--- src/rtl/ex_pkg.sv ---
`default_nettype none
// ============================================================================
// Module      : ex_pkg
// Description : Shared types for the RAM responder. The PU index type is
//               sized for up to c_PU_COUNT_MAX requesters, so one tag format
//               serves every PU_COUNT setting of the responder.
// Revision    : 1.0 - initial release
// ============================================================================
package ex_pkg;

    localparam int c_PU_COUNT_MAX = 256;

    // Index width for a given PU count. A single PU still needs one bit.
    function automatic int f_pu_idx_w(input int pu_count);
        return (pu_count > 1) ? $clog2(pu_count) : 1;
    endfunction

    localparam int c_PU_IDX_W = f_pu_idx_w(c_PU_COUNT_MAX);

    typedef logic [c_PU_IDX_W-1:0] pu_idx_t;

    // One stage of the read-return tag pipeline.
    typedef struct packed {
        logic    vld;
        pu_idx_t idx;
    } ret_tag_t;

endpackage
`default_nettype wire

--- src/rtl/ex_rr_arbiter.sv ---
`default_nettype none
// ============================================================================
// Module      : ex_rr_arbiter
// Description : Round-robin arbiter. The search starts at the pointer and runs
//               upwards, wrapping from PU_COUNT-1 to 0; the first requester
//               wins. After a grant to i the pointer moves to (i+1) mod
//               PU_COUNT, otherwise it holds.
// Ports       : clk, rst      - clock, synchronous active-high reset
//               i_req         - per-PU request
//               o_gnt         - one-hot grant (combinational, 0 in reset)
//               o_gnt_vld     - any grant this cycle
//               o_gnt_idx     - index of the granted PU
// Revision    : 1.0 - initial release
// ============================================================================
module ex_rr_arbiter
    import ex_pkg::*;
#(
    parameter int PU_COUNT = 7
) (
    input  logic                clk,
    input  logic                rst,
    input  logic [PU_COUNT-1:0] i_req,
    output logic [PU_COUNT-1:0] o_gnt,
    output logic                o_gnt_vld,
    output pu_idx_t             o_gnt_idx
);

    pu_idx_t r_ptr;
    logic    w_found;
    pu_idx_t w_win;
    int      w_ptr;
    int      w_dist;
    int      w_best;

    // Winner is the requester with the smallest forward distance from r_ptr.
    always_comb begin
        w_found = 1'b0;
        w_win   = '0;
        w_ptr   = int'(r_ptr);
        w_dist  = 0;
        w_best  = PU_COUNT;
        for (int i = 0; i < PU_COUNT; i++) begin
            w_dist = (i >= w_ptr) ? (i - w_ptr) : (i + PU_COUNT - w_ptr);
            if (i_req[i] && (w_dist < w_best)) begin
                w_best  = w_dist;
                w_win   = pu_idx_t'(i);
                w_found = 1'b1;
            end
        end
        if (rst) begin
            w_found = 1'b0;
        end
    end

    always_comb begin
        o_gnt = '0;
        for (int i = 0; i < PU_COUNT; i++) begin
            o_gnt[i] = w_found && (int'(w_win) == i);
        end
    end

    assign o_gnt_vld = w_found;
    assign o_gnt_idx = w_win;

    always_ff @(posedge clk) begin
        if (rst) begin
            r_ptr <= '0;
        end else if (w_found) begin
            r_ptr <= (int'(w_win) == PU_COUNT - 1) ? '0 : w_win + 1'b1;
        end
    end

endmodule
`default_nettype wire

--- src/rtl/ex_ram_responder.sv ---
`default_nettype none
// ============================================================================
// Module      : ex_ram_responder
// Description : RAM-side responder for the per-PU access bus. Arbitrates PU
//               requests round-robin onto one single-port RAM, registers the
//               RAM command, and returns read data to the requesting PU.
// Ports       : clk, rst   - clock, synchronous active-high reset
//               req        - per-PU request, held until granted
//               wr_n_rd    - per-PU 1=write, 0=read
//               wr_data    - flattened per-PU write data
//               addr       - flattened per-PU address
//               gnt        - one-hot accept (combinational)
//               rd_valid   - one-hot read-return strobe
//               rd_data    - read data, qualified by rd_valid
//               ram_en/ram_we/ram_addr/ram_wdata - registered RAM command
//               ram_rdata  - RAM read data, RAM_RD_LATENCY after ram_en
// Revision    : 1.0 - initial release
// ============================================================================
module ex_ram_responder
    import ex_pkg::*;
#(
    parameter int RAM_WIDTH      = 16,
    parameter int PU_COUNT       = 7,
    parameter int ADDR_WIDTH     = 10,
    parameter int RAM_RD_LATENCY = 1
) (
    input  logic                           clk,
    input  logic                           rst,
    input  logic [PU_COUNT-1:0]            req,
    input  logic [PU_COUNT-1:0]            wr_n_rd,
    input  logic [PU_COUNT*RAM_WIDTH-1:0]  wr_data,
    input  logic [PU_COUNT*ADDR_WIDTH-1:0] addr,
    output logic [PU_COUNT-1:0]            gnt,
    output logic [PU_COUNT-1:0]            rd_valid,
    output logic [RAM_WIDTH-1:0]           rd_data,
    output logic                           ram_en,
    output logic                           ram_we,
    output logic [ADDR_WIDTH-1:0]          ram_addr,
    output logic [RAM_WIDTH-1:0]           ram_wdata,
    input  logic [RAM_WIDTH-1:0]           ram_rdata
);

    logic                  w_gnt_vld;
    pu_idx_t               w_gnt_idx;

    logic                  w_sel_we;
    logic [ADDR_WIDTH-1:0] w_sel_addr;
    logic [RAM_WIDTH-1:0]  w_sel_wdata;

    logic                  r_ram_en;
    logic                  r_ram_we;
    logic [ADDR_WIDTH-1:0] r_ram_addr;
    logic [RAM_WIDTH-1:0]  r_ram_wdata;
    pu_idx_t               r_ram_idx;

    ret_tag_t              r_tag [RAM_RD_LATENCY];
    ret_tag_t              w_tag_in;
    ret_tag_t              w_tag_out;
    logic                  w_ret_vld;
    logic [RAM_WIDTH-1:0]  r_rd_data_hold;

    ex_rr_arbiter #(
        .PU_COUNT (PU_COUNT)
    ) u_arb (
        .clk       (clk),
        .rst       (rst),
        .i_req     (req),
        .o_gnt     (gnt),
        .o_gnt_vld (w_gnt_vld),
        .o_gnt_idx (w_gnt_idx)
    );

    // Pick the granted PU's slot out of the flattened buses.
    always_comb begin
        w_sel_we    = 1'b0;
        w_sel_addr  = '0;
        w_sel_wdata = '0;
        for (int i = 0; i < PU_COUNT; i++) begin
            if (int'(w_gnt_idx) == i) begin
                w_sel_we    = wr_n_rd[i];
                w_sel_addr  = addr[i*ADDR_WIDTH +: ADDR_WIDTH];
                w_sel_wdata = wr_data[i*RAM_WIDTH +: RAM_WIDTH];
            end
        end
    end

    always_ff @(posedge clk) begin
        if (rst) begin
            r_ram_en    <= 1'b0;
            r_ram_we    <= 1'b0;
            r_ram_addr  <= '0;
            r_ram_wdata <= '0;
            r_ram_idx   <= '0;
        end else begin
            r_ram_en <= w_gnt_vld;
            r_ram_we <= w_gnt_vld && w_sel_we;
            if (w_gnt_vld) begin
                r_ram_addr  <= w_sel_addr;
                // Reads drive zero so the RAM bus never carries stale PU data.
                r_ram_wdata <= w_sel_we ? w_sel_wdata : '0;
                r_ram_idx   <= w_gnt_idx;
            end
        end
    end

    assign ram_en    = r_ram_en;
    assign ram_we    = r_ram_we;
    assign ram_addr  = r_ram_addr;
    assign ram_wdata = r_ram_wdata;

    // Tag enters when the read is on the RAM bus and leaves in the cycle
    // the RAM presents its data, so the pipeline is exactly latency deep.
    assign w_tag_in = '{vld: r_ram_en && !r_ram_we, idx: r_ram_idx};

    always_ff @(posedge clk) begin
        if (rst) begin
            for (int s = 0; s < RAM_RD_LATENCY; s++) begin
                r_tag[s] <= '0;
            end
        end else begin
            r_tag[0] <= w_tag_in;
            for (int s = 1; s < RAM_RD_LATENCY; s++) begin
                r_tag[s] <= r_tag[s-1];
            end
        end
    end

    assign w_tag_out = r_tag[RAM_RD_LATENCY-1];
    assign w_ret_vld = !rst && w_tag_out.vld;

    always_comb begin
        rd_valid = '0;
        for (int i = 0; i < PU_COUNT; i++) begin
            rd_valid[i] = w_ret_vld && (int'(w_tag_out.idx) == i);
        end
    end

    // rd_data passes ram_rdata straight through on a return and otherwise
    // holds the last returned word.
    always_ff @(posedge clk) begin
        if (rst) begin
            r_rd_data_hold <= '0;
        end else if (w_ret_vld) begin
            r_rd_data_hold <= ram_rdata;
        end
    end

    assign rd_data = w_ret_vld ? ram_rdata : r_rd_data_hold;

endmodule
`default_nettype wire
--- config.mk ---
export PLATFORM = sky130hd
export DESIGN_NAME = ex_ram_responder
export DESIGN_NICKNAME = d
export VERILOG_FILES = /design/src/rtl/ex_pkg.sv /design/src/rtl/ex_rr_arbiter.sv /design/src/rtl/ex_ram_responder.sv
export SDC_FILE = /design/constraint.sdc
export NUM_CORES = 1
export LEC_CHECK = 0
export CELL_PAD_IN_SITES_DETAIL_PLACEMENT = 1
export CELL_PAD_IN_SITES_GLOBAL_PLACEMENT = 1
export CORE_MARGIN = 5
export CORE_UTILIZATION = 32
export CTS_BUF_LIST = sky130_fd_sc_hd__clkbuf_8
export DETAILED_ROUTE_END_ITERATION = 8
export GPL_ROUTABILITY_DRIVEN = 1
export GPL_TIMING_DRIVEN = 0
export PLACE_DENSITY_LB_ADDON = 0.1
export SKIP_LAST_GASP = 1
export SYNTH_ARGS = -nofsm -noshare
export SYNTH_HDL_FRONTEND = slang
export SYNTH_SLANG_ARGS = --single-unit
--- constraint.sdc ---
create_clock -name clk -period 19.7 [get_ports clk]
set_input_delay 2.955 -clock clk [delete_from_list [all_inputs] [get_ports clk]]
set_output_delay 2.955 -clock clk [all_outputs]
set_load 0.02 [all_outputs]
* Yosys cells after proc, flatten, opt, wreduce, memory -nomap -nowiden
Memories as Yosys holds them, arrays and structs flattened. Index checks and enable logic that the tools add are counted.
Cells by class: magnitude comparators 14, add/subtract/negate cells 15, equality and inequality tests 12, multiplexer cells 56, reductions and logical operators 29
Operators by type and width (count):
- two-way mux 32 bit | 13
- < comparator 32 bit | 6
- two-way mux 16 bit | 9
- two-way mux 10 bit | 7
- subtractor 4 x 8 -> 9 bit, first input constant | 6
- subtractor 3 x 8 -> 9 bit, first input constant | 4
- < comparator 32 x 4 -> 1 bit, second input constant | 1
- == test 8 x 4 -> 1 bit, second input constant | 3
- >= comparator 3 x 8 -> 1 bit, first input constant | 3
- logical AND 1 bit | 24
- two-way mux 1 bit | 20
- subtractor 1 x 8 -> 9 bit, first input constant | 2
- subtractor 2 x 8 -> 9 bit, first input constant | 2
- == test 8 x 3 -> 1 bit, second input constant | 2
- >= comparator 1 x 8 -> 1 bit, first input constant | 2
- >= comparator 2 x 8 -> 1 bit, first input constant | 2
- zero test 8 bit | 2
- == test 3 bit, second input constant | 3
- two-way mux 3 bit | 3
- two-way mux 9 bit | 1
- OR reduction 9 bit | 1
- == test 8 x 2 -> 1 bit, second input constant | 1
- two-way mux 8 bit | 1
- == test 3 x 2 -> 1 bit, second input constant | 2
- 4 further kinds | 6
Word-level totals: word-level logic and storage cells 134, bits in registers 60, memories kept 1, memory bits (writable) 9, output and inout bits 58
Memories:
- r_tag | words 1, width 9, rd ports 1, clocked after Yosys merged registers in 0, wr ports 1, line ex_ram_responder.sv:56 | ret_tag_t r_tag [RAM_RD_LATENCY];

* Longest topological paths before layout
depth in word-level cells 32, gate-level depth with buffers 78, depth with buffers taken out 70

* By module
From an unflattened synthesis, not the netlist that was laid out.
Unflattened totals: cells, all modules 863, area, all modules 6915.4 µm²
By module, submodules not included:
- ex_ram_responder | times used 1, seq. area each 1221.2 µm², cells each 419, area each 3694.8 µm²
- ex_rr_arbiter | times used 1, seq. area each 80.1 µm², cells each 444, area each 3220.6 µm²

* Least setup slack after synthesis
OpenSTA, ideal clock, no wires.
kind input to output, from input req[0], to output gnt[3], path buffers 9, setup slack 1.508 ns, data arrival time 15.237 ns, cell stages on the path 59, cell sequence o21ai_1 -> a31oi_2 -> o211ai_1 -> ha_1 -> nor4bb_1 -> o211a_1 -> o311ai_1 -> nand2_1 -> clkbuf_1 -> a21oi_1 -> ha_1 -> nand2_1 -> a211oi_1 -> o21ai_0 -> nor2_1 -> o21ai_0 -> ha_1 -> and3_1 -> [23 not listed] -> clkbuf_1 -> o21ai_0 -> ha_1 -> nand2_1 -> or3_1 -> buf_1 -> a311o_1 -> o21a_1 -> nand2_2 -> buf_6 -> nand2_1 -> nor2_1 -> ha_1 -> clkbuf_1 -> inv_1 -> clkbuf_1 -> clkbuf_1 -> nor3_1
Between the ends: longest elaborated chain between the ends 22, elaborated cells on any way between the ends 35, those cells by class order compare: 6; eq/ne: 1; mux: 20; reduce/logical: 8
RTL lines:
- from (decl) | line ex_ram_responder.sv:29 | input logic [PU_COUNT-1:0] req,
- logical AND 1 bit (*) | line ex_rr_arbiter.sv:44 | if (i_req[i] && (w_dist < w_best)) begin
- two-way mux 32 bit | line ex_rr_arbiter.sv:44
- < comparator 32 bit | line ex_rr_arbiter.sv:44
- logical AND 1 bit | line ex_rr_arbiter.sv:44
- two-way mux 32 bit | line ex_rr_arbiter.sv:44
- < comparator 32 bit | line ex_rr_arbiter.sv:44
- logical AND 1 bit | line ex_rr_arbiter.sv:44
- two-way mux 32 bit | line ex_rr_arbiter.sv:44
- [6 not listed]
- < comparator 32 bit | line ex_rr_arbiter.sv:44
- logical AND 1 bit | line ex_rr_arbiter.sv:44
- two-way mux 32 bit | line ex_rr_arbiter.sv:44
- < comparator 32 bit | line ex_rr_arbiter.sv:44
- logical AND 1 bit | line ex_rr_arbiter.sv:44
- two-way mux 3 bit / two-way mux 1 bit (equally long branches) | line ex_rr_arbiter.sv:44
- == test 3 x 2 -> 1 bit / two-way mux 1 bit (equally long branches) | line ex_rr_arbiter.sv:58, ex_rr_arbiter.sv:50
- logical AND 1 bit (*) | line ex_rr_arbiter.sv:58 | o_gnt[i] = w_found && (int'(w_win) == i);
- to (decl) | line ex_ram_responder.sv:33 | output logic [PU_COUNT-1:0] gnt,
Mark *: on every way between the ends. The rest lies on a longest branch, timed or not.

* Worst setup path after layout
from input req[0], to output gnt[1]
Between the ends: longest elaborated chain between the ends 22, elaborated cells on any way between the ends 35, those cells by class order compare: 6; eq/ne: 1; mux: 20; reduce/logical: 8
RTL lines (line):
- logical AND 1 bit (*) | ex_rr_arbiter.sv:44
- two-way mux 32 bit | ex_rr_arbiter.sv:44
- < comparator 32 bit | ex_rr_arbiter.sv:44
- logical AND 1 bit | ex_rr_arbiter.sv:44
- two-way mux 32 bit | ex_rr_arbiter.sv:44
- < comparator 32 bit | ex_rr_arbiter.sv:44
- logical AND 1 bit | ex_rr_arbiter.sv:44
- two-way mux 32 bit | ex_rr_arbiter.sv:44
- [6 not listed]
- < comparator 32 bit | ex_rr_arbiter.sv:44
- logical AND 1 bit | ex_rr_arbiter.sv:44
- two-way mux 32 bit | ex_rr_arbiter.sv:44
- < comparator 32 bit | ex_rr_arbiter.sv:44
- logical AND 1 bit | ex_rr_arbiter.sv:44
- two-way mux 3 bit / two-way mux 1 bit (equally long branches) | ex_rr_arbiter.sv:44
- == test 3 x 1 -> 1 bit / two-way mux 1 bit (equally long branches) | ex_rr_arbiter.sv:58, ex_rr_arbiter.sv:50
- logical AND 1 bit (*) | ex_rr_arbiter.sv:58
Marked as above.

==> results by group <==
Die
  – Chip Width: 157 µm
  – Die Ht: 157 µm
  – DIE AREA: 0.0245 mm²
  – Initial Util: 0.326
  – Io pins: 272
  – Core area: 0.0211 mm²
  – FP Rows: 53

Critical path
  – CP max stage cell: clkdlybuf4s50_1
  – Req. time, crit path: 16.75 ns
  – Internal reg-to-reg setup slack: 2.87 ns
  – Crit Path Max Fanout: 10
  – CP Data Arrival Time: 16.26 ns
  – Worst Setup Path Type: in -> out
  – Startpoint Class: primary input
  – Worst path most repeated cell: nand2_1
  – CP endpoint kind: output pin
  – Crit-path max cell delay: 0.67 ns

Yosys
  – Fraction of registers with async set/reset: 0
  – Synth Register Bits: 55
  – Part of the Yosys area used for sequential elements: 0.160
  – Number of synthesized flops with an enable pin: 0
  – Post-synth top area share: 0.160
  – Synth area leaders: dfxtp_1 16%, ha_1 11%, nand2_1 9.8%, a21oi_1 4.1%, o21ai_0 4.0%
  – Cells after synthesis: 961
  – Area leader, netlist: dfxtp_1
  – Synth Flop Type: dfxtp_1
  – Count of cell types in the netlist: 88
  – Ys Warns: 0
  – Avg Cell Area, Syn: 7.16 µm²
  – Syn Nets: 1,237
  – Mapped Area: 0.00688 mm²

GRT
  – Met2 global-route usage: 0.449
  – Initial antenna violation count: 1
  – Tot GR Track Use: 0.276
  – Grt ovf: 0
  – Met1 track utilization from global routing: 0.362
  – Vias in the first global route: 8,957
  – Global-route wire length before repair: 52,300 µm
  – Pin count of the biggest net entering global routing: 20
  – Routing usage on met3: 0.0581
  – GRT Max-Usage Layer: met2

Layout
  – Final nets: 1,526
  – Layout cells sized above 1: 0.0863
  – Final Util: 0.493
  – # fillers: 2,663
  – Multi-input combinational cell area: 0.00563 mm²
  – Layout area overhead: 51.3%
  – FF/Latch Area: 0.00110 mm²

Detailed routing
  – Initial drt markers: 536
  – DR vias: 8,899
  – Wirelength, routed: 36,000 µm
  – Via density: 5.83
  – Routed WL per cell: 23.6 µm
  – TritonRoute pass-1 iters: 5
  – Residual DRC count: 0
  – Number of routed nets with antenna violations: 0

STA
  – Fin. max-slew vios: 0
  – Worst Max-Slew Pin Slew: 1.07 ns
  – Min Tclk post-route: 19.22 ns
  – Setup violators final: 0
  – Fin Clk Skew: 0.00922 ns
  – Fin. Hold Viols: 0
  – Final setup TNS: 0 ns
  – Max-slew headroom: 0.277
  – Final Cycle Share: 0.976
  – Max Clk Rate: 52.0 MHz

Job
  – Max_cap viols: 0

Status
  – Status: complete, no violations

Clock network
  – Worst skew pair latency: 0.35 ns
  – Clock Pin Slew Worst Setup and Hold Paths: 0.12 ns
  – TritonCTS buffer count: 5
  – Root buffer cell: clkbuf_8
  – CTS H-tree lvls: 2
  – CTS tree: done
  – Clk sinks: 55
  – Clock buffer depth: 2

Place
  – Final estimated routing congestion in global placement: 0.887
  – Port Buf Inserts: 271
  – Hpwl dp: 29,100 µm

Min path
  – Hold/Removal Path Class: reg -> reg
cell families (layout without fill, tap and decap cells):
kind of cell             count (synthesis)  in the layout  synth area share
other                                    0              1                 0
AND/OR/NAND/NOR                        392            392             0.263
XOR/XNOR                                 8              8            0.0102
AO/OA/AOI/OAI                          338            338             0.368
multiplexers                            21             21            0.0320
adder cells (fa/ha/maj)                 62             62             0.113
buffers and inverters                   85            375            0.0540
flip-flops                              55             55             0.160
synth_stat cells (10+ instances only):
cell / count
clkbuf_1: 48
o211ai_1: 15
ha_1: 62
nor2_1: 67
a211oi_1: 16
a211o_1: 10
a2111oi_0: 10
nor2b_1: 28
a22o_1: 16
and3_1: 12
a21oi_1: 57
or3_1: 18
inv_1: 22
dfxtp_1: 55
nand3_1: 31
mux2i_1: 13
o21ai_0: 55
nand2b_1: 10
a21o_1: 13
nand2_1: 180
o22ai_1: 23
nor3_1: 20
what timing repair did:
action | in CTS | in global routing
setup buffers | 6 | 8
setup endpoints to repair | 34 | 6
gates cloned | 0 | 0
gates resized for setup | 41 | 28
pin swaps | 4 | 8
hold buffers | 0 | 0
sequential cells by signal, summed over array words and instances (netlist names):
| register | cells |
|---|---|
| ram_addr | 10 |
| r_tag | 4 |
| u_arb.r_ptr | 4 |
| ram_we | 1 |
| ram_en | 1 |
| r_rd_data_hold | 16 |
| r_ram_idx | 3 |
| ram_wdata | 16 |
worst max-delay path: cells and delay by family:
kind                     cells  cell delay, ns
buffers and inverters        9            2.81
AND/OR/NAND/NOR             19            3.55
AO/OA/AOI/OAI               20            4.59
multiplexers                 2            0.64
adder cells (fa/ha/maj)      6            1.67
worst paths after layout:
| path | startpoint | end | cells past startpoint |
|---|---|---|---|
| worst min register to register | ram_we | r_tag[0][3] | 1 |
| worst max register to register | u_arb.r_ptr[3] | ram_wdata[11] | 68 |
| worst max-delay path | req[0] | gnt[1] | 56 |
| worst min-delay path | ram_we | r_tag[0][3] | 1 |
cell usage in the layout (no fill, tap or decap), types with 10 or more instances in the layout:
| cell | n |
|---|---|
| clkdlybuf4s50_1 | 270 |
| nor2_1 | 64 |
| a21o_1 | 13 |
| nor3_1 | 19 |
| clkbuf_1 | 37 |
| or3_1 | 18 |
| inv_1 | 21 |
| a22o_1 | 16 |
| a211oi_1 | 13 |
| dfxtp_1 | 55 |
| buf_4 | 17 |
| nand2b_1 | 10 |
| mux2i_1 | 12 |
| o21ai_0 | 55 |
| o211ai_1 | 15 |
| o22ai_1 | 22 |
| nand2_1 | 179 |
| a2111oi_0 | 10 |
| and3_1 | 12 |
| nand3_1 | 31 |
| a21oi_1 | 53 |
| a211o_1 | 10 |
| ha_1 | 60 |
| nor2b_1 | 28 |
metal layers:
metal | wire length, µm | up-vias | share of wire
met2 | 16600 | 380 | 0.46
met5 | 0 | - | 0
met4 | 1210 | 0 | 0.034
li1 | - | 4168 | -
met3 | 2590 | 71 | 0.072
met1 | 15500 | 4280 | 0.43
layout make-up:
cell class	instances	share of cell area
Antenna cell	1	0.000240
Buffer	59	0.0298
Clock buffer	5	0.00661
Clock inverter	3	0.00265
Inverter	23	0.00890
Multi-Input combinational cell	821	0.541
Sequential cell	55	0.106
Tap cell	275	0.0331
Timing Repair Buffer	285	0.272
per-stage QoR:
step,instances,setup slack [ns],hold slack (ns),instance area [µm²]
finish,1527,0.481,0.431,10400
global route,1527,-0.134,0.448,10400
CTS,1519,0.00826,0.431,10200
detailed placement,1507,-4.62,0.412,9940
global placement,1507,-4.36,0.411,9940
floorplan,961,1.51,0.432,6880
Power is not shown: default switching activity piles up to over one toggle a cycle in this logic, so the estimate is an artifact.
==> variant 1, RTL diff (same settings) <==
`c_PU_COUNT_MAX`: 256 -> 384.
--- a/src/rtl/ex_pkg.sv
+++ b/src/rtl/ex_pkg.sv
@@ -9,5 +9,5 @@
 package ex_pkg;
 
-    localparam int c_PU_COUNT_MAX = 256;
+    localparam int c_PU_COUNT_MAX = 384;
 
     // Index width for a given PU count. A single PU still needs one bit.
Check against the original RTL: no difference found for any inputs over 4 cycles, from zero or initial values and one cycle with rst high; that may be too few to reach the edited logic, so the function may still have changed.
==> variant 1 against the original RTL <==
  * Setup slack got worse by 0.024 ns
  * Core utilization fell by 0.63 points
  * Synthesized area up 1.7%
  * Synthesized cell count increased by 2.6%
  * First-iteration DRC count decreased by 6.3%
  * Hold slack better by 0.012 ns
  * Routed wire length down 2.0%
  * Sequential cell count unchanged
  * Cell area up 1.5%
Power is left out: the tool's default activity adds up to more than one toggle a clock period on the data nets, which glitch-free logic cannot reach.
==> variant 1: results (changes against the original RTL) <==
stage;metric;value;unit;change
global_routing;grtUsageMet1;0.358;;was 0.362
placement;routabilityCongestion;0.889;;was 0.887
synth;yosysSeqAreaShare;0.157;;was 0.160
routing;wirelength;35.3;mm;was 36.0 mm
synth;syn_nets;1270;;was 1237
global_routing;gr-usage-met2;0.433;;was 0.449
cells_and_area;drive_gt1_frac;0.0993;;was 0.0863
global_routing;gr-usage-all-layers;0.266;;was 0.276
clock_network;cts_buffers;5;;unchanged
placement;dp_hpwl;28.7;mm;was 29.1 mm
clock_network;max-clock-path-buffers;2;;unchanged
cells_and_area;fill_cells;2688;;was 2663
global_routing;met3_usage;0.0536;;was 0.0581
synth;ys_top_cells_by_count;nand2_1 (140), nor2_1 (81), ha_1 (70);;was nand2_1 (180), nor2_1 (67), ha_1 (62)
global_routing;antenna_found_initial;4;;was 1
status;status;finished, final reports clean;;unchanged
global_routing;grt_pass1_wl;51.6;mm;was 52.3 mm
synth;async_reset_ff_frac;0;;unchanged
clock_network;cts_max_level;2;;unchanged
synth;synth_area_leaders;dfxtp_1 (16%), ha_1 (13%), nand2_1 (7.5%);;was dfxtp_1 (16%), ha_1 (11%), nand2_1 (9.8%)
synth;synth.distinct_cells;91;;was 88
routing;first_iter_violations;502;;was 536
synth;yosys_warnings;0;;unchanged
global_routing;grt_pass1_vias;8786;;was 8957
sta;relSlewSlack;0.202;;was 0.277
routing;vias_per_cell;5.63;;was 5.83
worst_setup_path;cp_slowest_cell;or4b_2;;was clkdlybuf4s50_1
worst_setup_path;cp.arrival;16.29;ns;was 16.26 ns
routing;first_pass_iters;5;;unchanged
clock_network;clk_pin_slew;0.12;ns;about the same
worst_setup_path;max_stage_delay;0.60;ns;was 0.67 ns
worst_setup_path;crit_fanout;19;;was 10
cells_and_area;nNetsFinal;1562;;was 1526
clock_network;root_buffer;clkbuf_8;;unchanged
placement;pre_cts_ws;-4.69;ns;was -4.62 ns
hold_path;min_path_type;flip-flop to flip-flop;;unchanged
clock_network;clk-insertion-delay-late;0.35;ns;about the same
sta;skew;0.0120;ns;was 0.00922 ns
global_routing;grt_max_degree;24;;was 20
placement;port_buffers;270;;was 271
==> variant 1: cell count changes in the layout (fill, tap and decap cells not counted), moves of 15 or more <==
cell | unedited run | this run
and2_1 | 5 | 22
or3_1 | 18 | 2
nor2b_1 | 28 | 13
nand3_1 | 31 | 59
o22ai_1 | 22 | 5
nand2_1 | 179 | 139
nand3b_1 | 1 | 16
a31oi_1 | 8 | 24
==> variant 1: cell families (layout without fill, tap and decap cells) <==
group                      count (synthesis)  after routing  share of synthesized area
AOI/OAI and AO/OA                        320            320                      0.330
and+or+nand+nor                          411            411                      0.288
adders and majority gates                 70             70                      0.125
muxes                                     14             14                     0.0209
DFF                                       55             55                      0.157
buffers and inverters                    104            397                     0.0640
xor gates and xnor gates                  12             12                     0.0150
other                                      0              5                          0
==> variant 1: layout make-up <==
type	instances	area (um2)	area share
multi-input cells	827	5660	0.536
repair buffers	293	2870	0.271
flip-flops and latches	55	1100	0.104
well taps	280	350	0.0332
plain buffers	60	325	0.0308
inverters	36	138	0.0130
clock buffers	5	68.8	0.00651
clock inverters	3	42.5	0.00403
diodes	5	12.5	0.00118
==> variant 1: path summary, 6_finish.rpt <==
check / slack [ns] / to / depth (start not counted) / from
worst max-delay path: 0.46 / gnt[0] / 59 / req[0]
worst min-delay path: 0.44 / r_tag[0][3] / 1 / ram_we
worst max register to register: 2.64 / ram_wdata[10] / 69 / u_arb.r_ptr[1]
worst min register to register: 0.44 / r_tag[0][3] / 1 / ram_we
==> variant 1: critical path: cells and delay by family <==
| family | cells | cell delay, ns |
|---|---|---|
| buffers and inverters | 9 | 1.73 |
| AO/OA/AOI/OAI | 24 | 4.59 |
| multiplexers | 3 | 0.78 |
| AND/OR/NAND/NOR | 17 | 4.36 |
| adder cells (fa/ha/maj) | 6 | 1.86 |
==> variant 1: through the flow <==
| stage | std cells | hold WS [ns] | cell area [um2] |
|---|---|---|---|
| finish | 1564 | 0.443 | 10600 |
| global route | 1561 | 0.443 | 10600 |
| CTS | 1550 | 0.428 | 10400 |
| detailed placement | 1536 | 0.415 | 10100 |
| global placement | 1536 | 0.414 | 10100 |
| floorplan | 986 | 0.432 | 7000 |
==> variant 1: per-layer routing <==
layer	part of all wire	vias to the layer above
li1	-	4221
met1	0.44	4265
met2	0.47	269
met3	0.064	45
met4	0.023	4
met5	0.00071	-
==> variant 1: what timing repair did <==
item	in CTS	in global routing
pin swaps	8	8
gates cloned	0	0
gates resized for setup	50	34
setup buffers	12	11
endpoints found under the setup margin	36	7
==> variant 2, RTL diff (config.mk and constraints unchanged) <==
Without the edit above. Reset style: asynchronous (`rst`), changed in 4 clocked blocks. Comments in the files are not updated.
--- a/src/rtl/ex_rr_arbiter.sv
+++ b/src/rtl/ex_rr_arbiter.sv
@@ -63,5 +63,5 @@
     assign o_gnt_idx = w_win;
 
-    always_ff @(posedge clk) begin
+    always_ff @(posedge clk or posedge rst) begin
         if (rst) begin
             r_ptr <= '0;
--- a/src/rtl/ex_ram_responder.sv
+++ b/src/rtl/ex_ram_responder.sv
@@ -85,5 +85,5 @@
     end
 
-    always_ff @(posedge clk) begin
+    always_ff @(posedge clk or posedge rst) begin
         if (rst) begin
             r_ram_en    <= 1'b0;
@@ -113,5 +113,5 @@
     assign w_tag_in = '{vld: r_ram_en && !r_ram_we, idx: r_ram_idx};
 
-    always_ff @(posedge clk) begin
+    always_ff @(posedge clk or posedge rst) begin
         if (rst) begin
             for (int s = 0; s < RAM_RD_LATENCY; s++) begin
@@ -138,5 +138,5 @@
     // rd_data passes ram_rdata straight through on a return and otherwise
     // holds the last returned word.
-    always_ff @(posedge clk) begin
+    always_ff @(posedge clk or posedge rst) begin
         if (rst) begin
             r_rd_data_hold <= '0;
Check against the original RTL: differs if rst is asserted again (counterexample within 4 cycles, from zero or initial values and one cycle with rst high); with rst held inactive, the same outputs for 4 cycles.
==> variant 2 against the original RTL <==
  * Synthesized area decreased by 2.4%
  * Hold slack got worse by 0.043 ns
  * Cell area decreased by 1.2%
  * First-iteration DRC count decreased by 10%
  * Count of clock-buffer cells in the layout unchanged
  * Maximum frequency increased by 1.3%
  * Routed wire length decreased by 2.9%
  * Sequential cell count unchanged
  * Sequential share of layout area increased by 2.8 points
  * Register-to-register slack improved by 0.20 ns
  * Die area decreased by 2.2%
  * Setup slack improved by 0.25 ns
Power is not shown: default switching activity piles up to over one toggle a cycle in this logic, so the estimate is an artifact.
==> variant 2: results (changes against the original RTL) <==
stage;metric;value;unit;change
status;status;finished, final reports clean;;unchanged
synth;synth.area.mux_share;0.0322;;was 0.0320
floorplan;fp-row-count;53;;unchanged
synth;async_reset_ff_frac;1.00;;was 0
placement;dp_cells;1444;;was 1507
worst_setup_path;regToRegStartpoint;u_arb.r_ptr[1];;was u_arb.r_ptr[3]
clock_network;cts_max_level;2;;unchanged
synth;yosysSeqAreaShare;0.205;;was 0.160
sta;worst_slew_pin_slew;1.28;ns;was 1.07 ns
floorplan;die_w;155;um;was 157 um
global_routing;grt_max_degree;34;;was 20
clock_network;clk_pin_slew;0.12;ns;about the same
placement;dp_hpwl;28.1;mm;was 29.1 mm
placement;pre_cts_ws;-4.37;ns;was -4.62 ns
worst_setup_path;reg2reg_slack;3.07;ns;was 2.87 ns
synth;ys_top_cells_by_count;nand2_1 (132), a21oi_1 (76), nor2_1 (74);;was nand2_1 (180), nor2_1 (67), ha_1 (62)
worst_setup_path;cp.arrival;16.02;ns;was 16.26 ns
synth;yosys.area.top_type;dfrtp_1;;was dfxtp_1
placement;routabilityCongestion;0.866;;was 0.887
synth;syn_nets;1173;;was 1237
clock_network;root_buffer;clkbuf_8;;unchanged
routing;first_pass_iters;5;;unchanged
worst_setup_path;ff2ff_path_depth;73;;was 68
hold_path;min_path_type;flip-flop to flip-flop;;unchanged
routing;vias_per_cell;5.77;;was 5.83
cells_and_area;drive_gt1_frac;0.111;;was 0.0863
worst_setup_path;crit_fanout;10;;unchanged
worst_setup_path;max_stage_delay;0.53;ns;was 0.67 ns
routing;first_iter_violations;482;;was 536
global_routing;grt_pass1_vias;8407;;was 8957
routing;via_count;8486;;was 8899
hold_path;holdPathStages;0;;was 1
global_routing;gr-usage-all-layers;0.276;;about the same
synth;syn_area_per_cell;7.48;um2;was 7.16 um2
placement;port_buffers;271;;unchanged
sta;skew;0.00796;ns;was 0.00922 ns
sta;setup_viol;0;;unchanged
worst_setup_path;reg2reg_to;ram_addr[2];;was ram_wdata[11]
synth;synth-compound-area-share;0.351;;was 0.368
synth;synth_area_leaders;dfrtp_1 (20%), ha_1 (12%), nand2_1 (7.4%);;was dfxtp_1 (16%), ha_1 (11%), nand2_1 (9.8%)
clock_network;cts_buffers;5;;unchanged
hold_path;min_from;r_ram_idx[1];;was ram_we
cells_and_area;nNetsFinal;1468;;was 1526
synth;synthXorXnorAreaFrac;0.0130;;was 0.0102
hold_path;min_to;r_tag[1];;was r_tag[0][3]
clock_network;clk-insertion-delay-late;0.34;ns;
routing;wl_per_cell;23.8;um;was 23.6 um
synth;synthAdderAreaFrac;0.116;;was 0.113
worst_setup_path;cp_slowest_cell;clkdlybuf4s50_1;;unchanged
global_routing;antenna_found_initial;2;;was 1
synth;synth.distinct_cells;77;;was 88
clock_network;max-clock-path-buffers;2;;unchanged
global_routing;grt_pass1_wl;51.9;mm;was 52.3 mm
==> variant 2: cell count changes after synthesis, moves of 10 or more <==
| cell | before | now |
|---|---|---|
| nand3_1 | 31 | 10 |
| a211oi_1 | 16 | 5 |
| and2_1 | 5 | 16 |
| o21ai_0 | 55 | 39 |
| inv_1 | 22 | 32 |
| a21oi_1 | 57 | 76 |
| dfxtp_1 | 55 | 0 |
| nor2b_1 | 28 | 8 |
| o31ai_1 | 2 | 16 |
| a221oi_1 | 7 | 34 |
| a31o_2 | 0 | 16 |
| o22ai_1 | 23 | 43 |
| nand2_1 | 180 | 132 |
| dfrtp_1 | 0 | 55 |
==> variant 2: metrics by stage <==
stage | area (um2) | hold slack [ns]
detailed placement | 9790 | 0.363
floorplan | 6710 | 0.354
finish | 10300 | 0.388
global placement | 9770 | 0.360
CTS | 10100 | 0.371
global route | 10300 | 0.391
==> variant 2: area by class of cell <==
type                       count  area, um2
tap                          275        344
inverter                      34        133
clock buffer                   5       68.8
multi-input combinational    745       5140
timing repair buffer         292       2880
fill                        2551      10500
antenna                        2       5.00
clock inverter                 3       22.5
buffer                        59        322
sequential                    55       1380
==> variant 2: per-layer routing <==
layer	wire length [um]	up-vias	part of all wire	GRT usage
met5	0	-	0	0
met1	15600	4170	0.45	0.380
li1	-	3966	-	-
met4	1080	0	0.031	0.0782
met2	16400	302	0.47	0.452
met3	1900	48	0.054	0.0414
==> variant 2: timing repair <==
| action | in CTS | in global routing |
|---|---|---|
| gates resized for setup | 48 | 39 |
| pin swaps | 7 | 11 |
| cloned | 0 | 0 |
| setup buffers | 8 | 12 |
| setup endpoints to repair | 35 | 7 |
==> variant 2: logic make-up after synthesis <==
group           Yosys count
mux                      20
fa+ha+maj                62
xor+xnor                 10
compound gates          333
buf+inv                  97
simple gates            320
flops                    55
==> variant 2: how the worst max path moves through the flow <==
stage / end / start / slack (ns)
after CTS: gnt[3] / req[0] / 0.02
after floorplan: gnt[3] / req[0] / 1.39
after global placement: gnt[3] / req[0] / -4.15
after global routing: gnt[3] / req[0] / -0.13
after detailed placement: gnt[3] / req[0] / -4.37
final: gnt[3] / req[0] / 0.73
==> variant 2: worst max-delay path, delay by kind of cell <==
family | cells | cell delay [ns]
and+or+nand+nor | 18 | 2.89
muxes | 2 | 0.70
AOI/OAI and AO/OA | 20 | 3.96
adders and majority gates | 7 | 1.89
buffers and inverters | 17 | 3.59
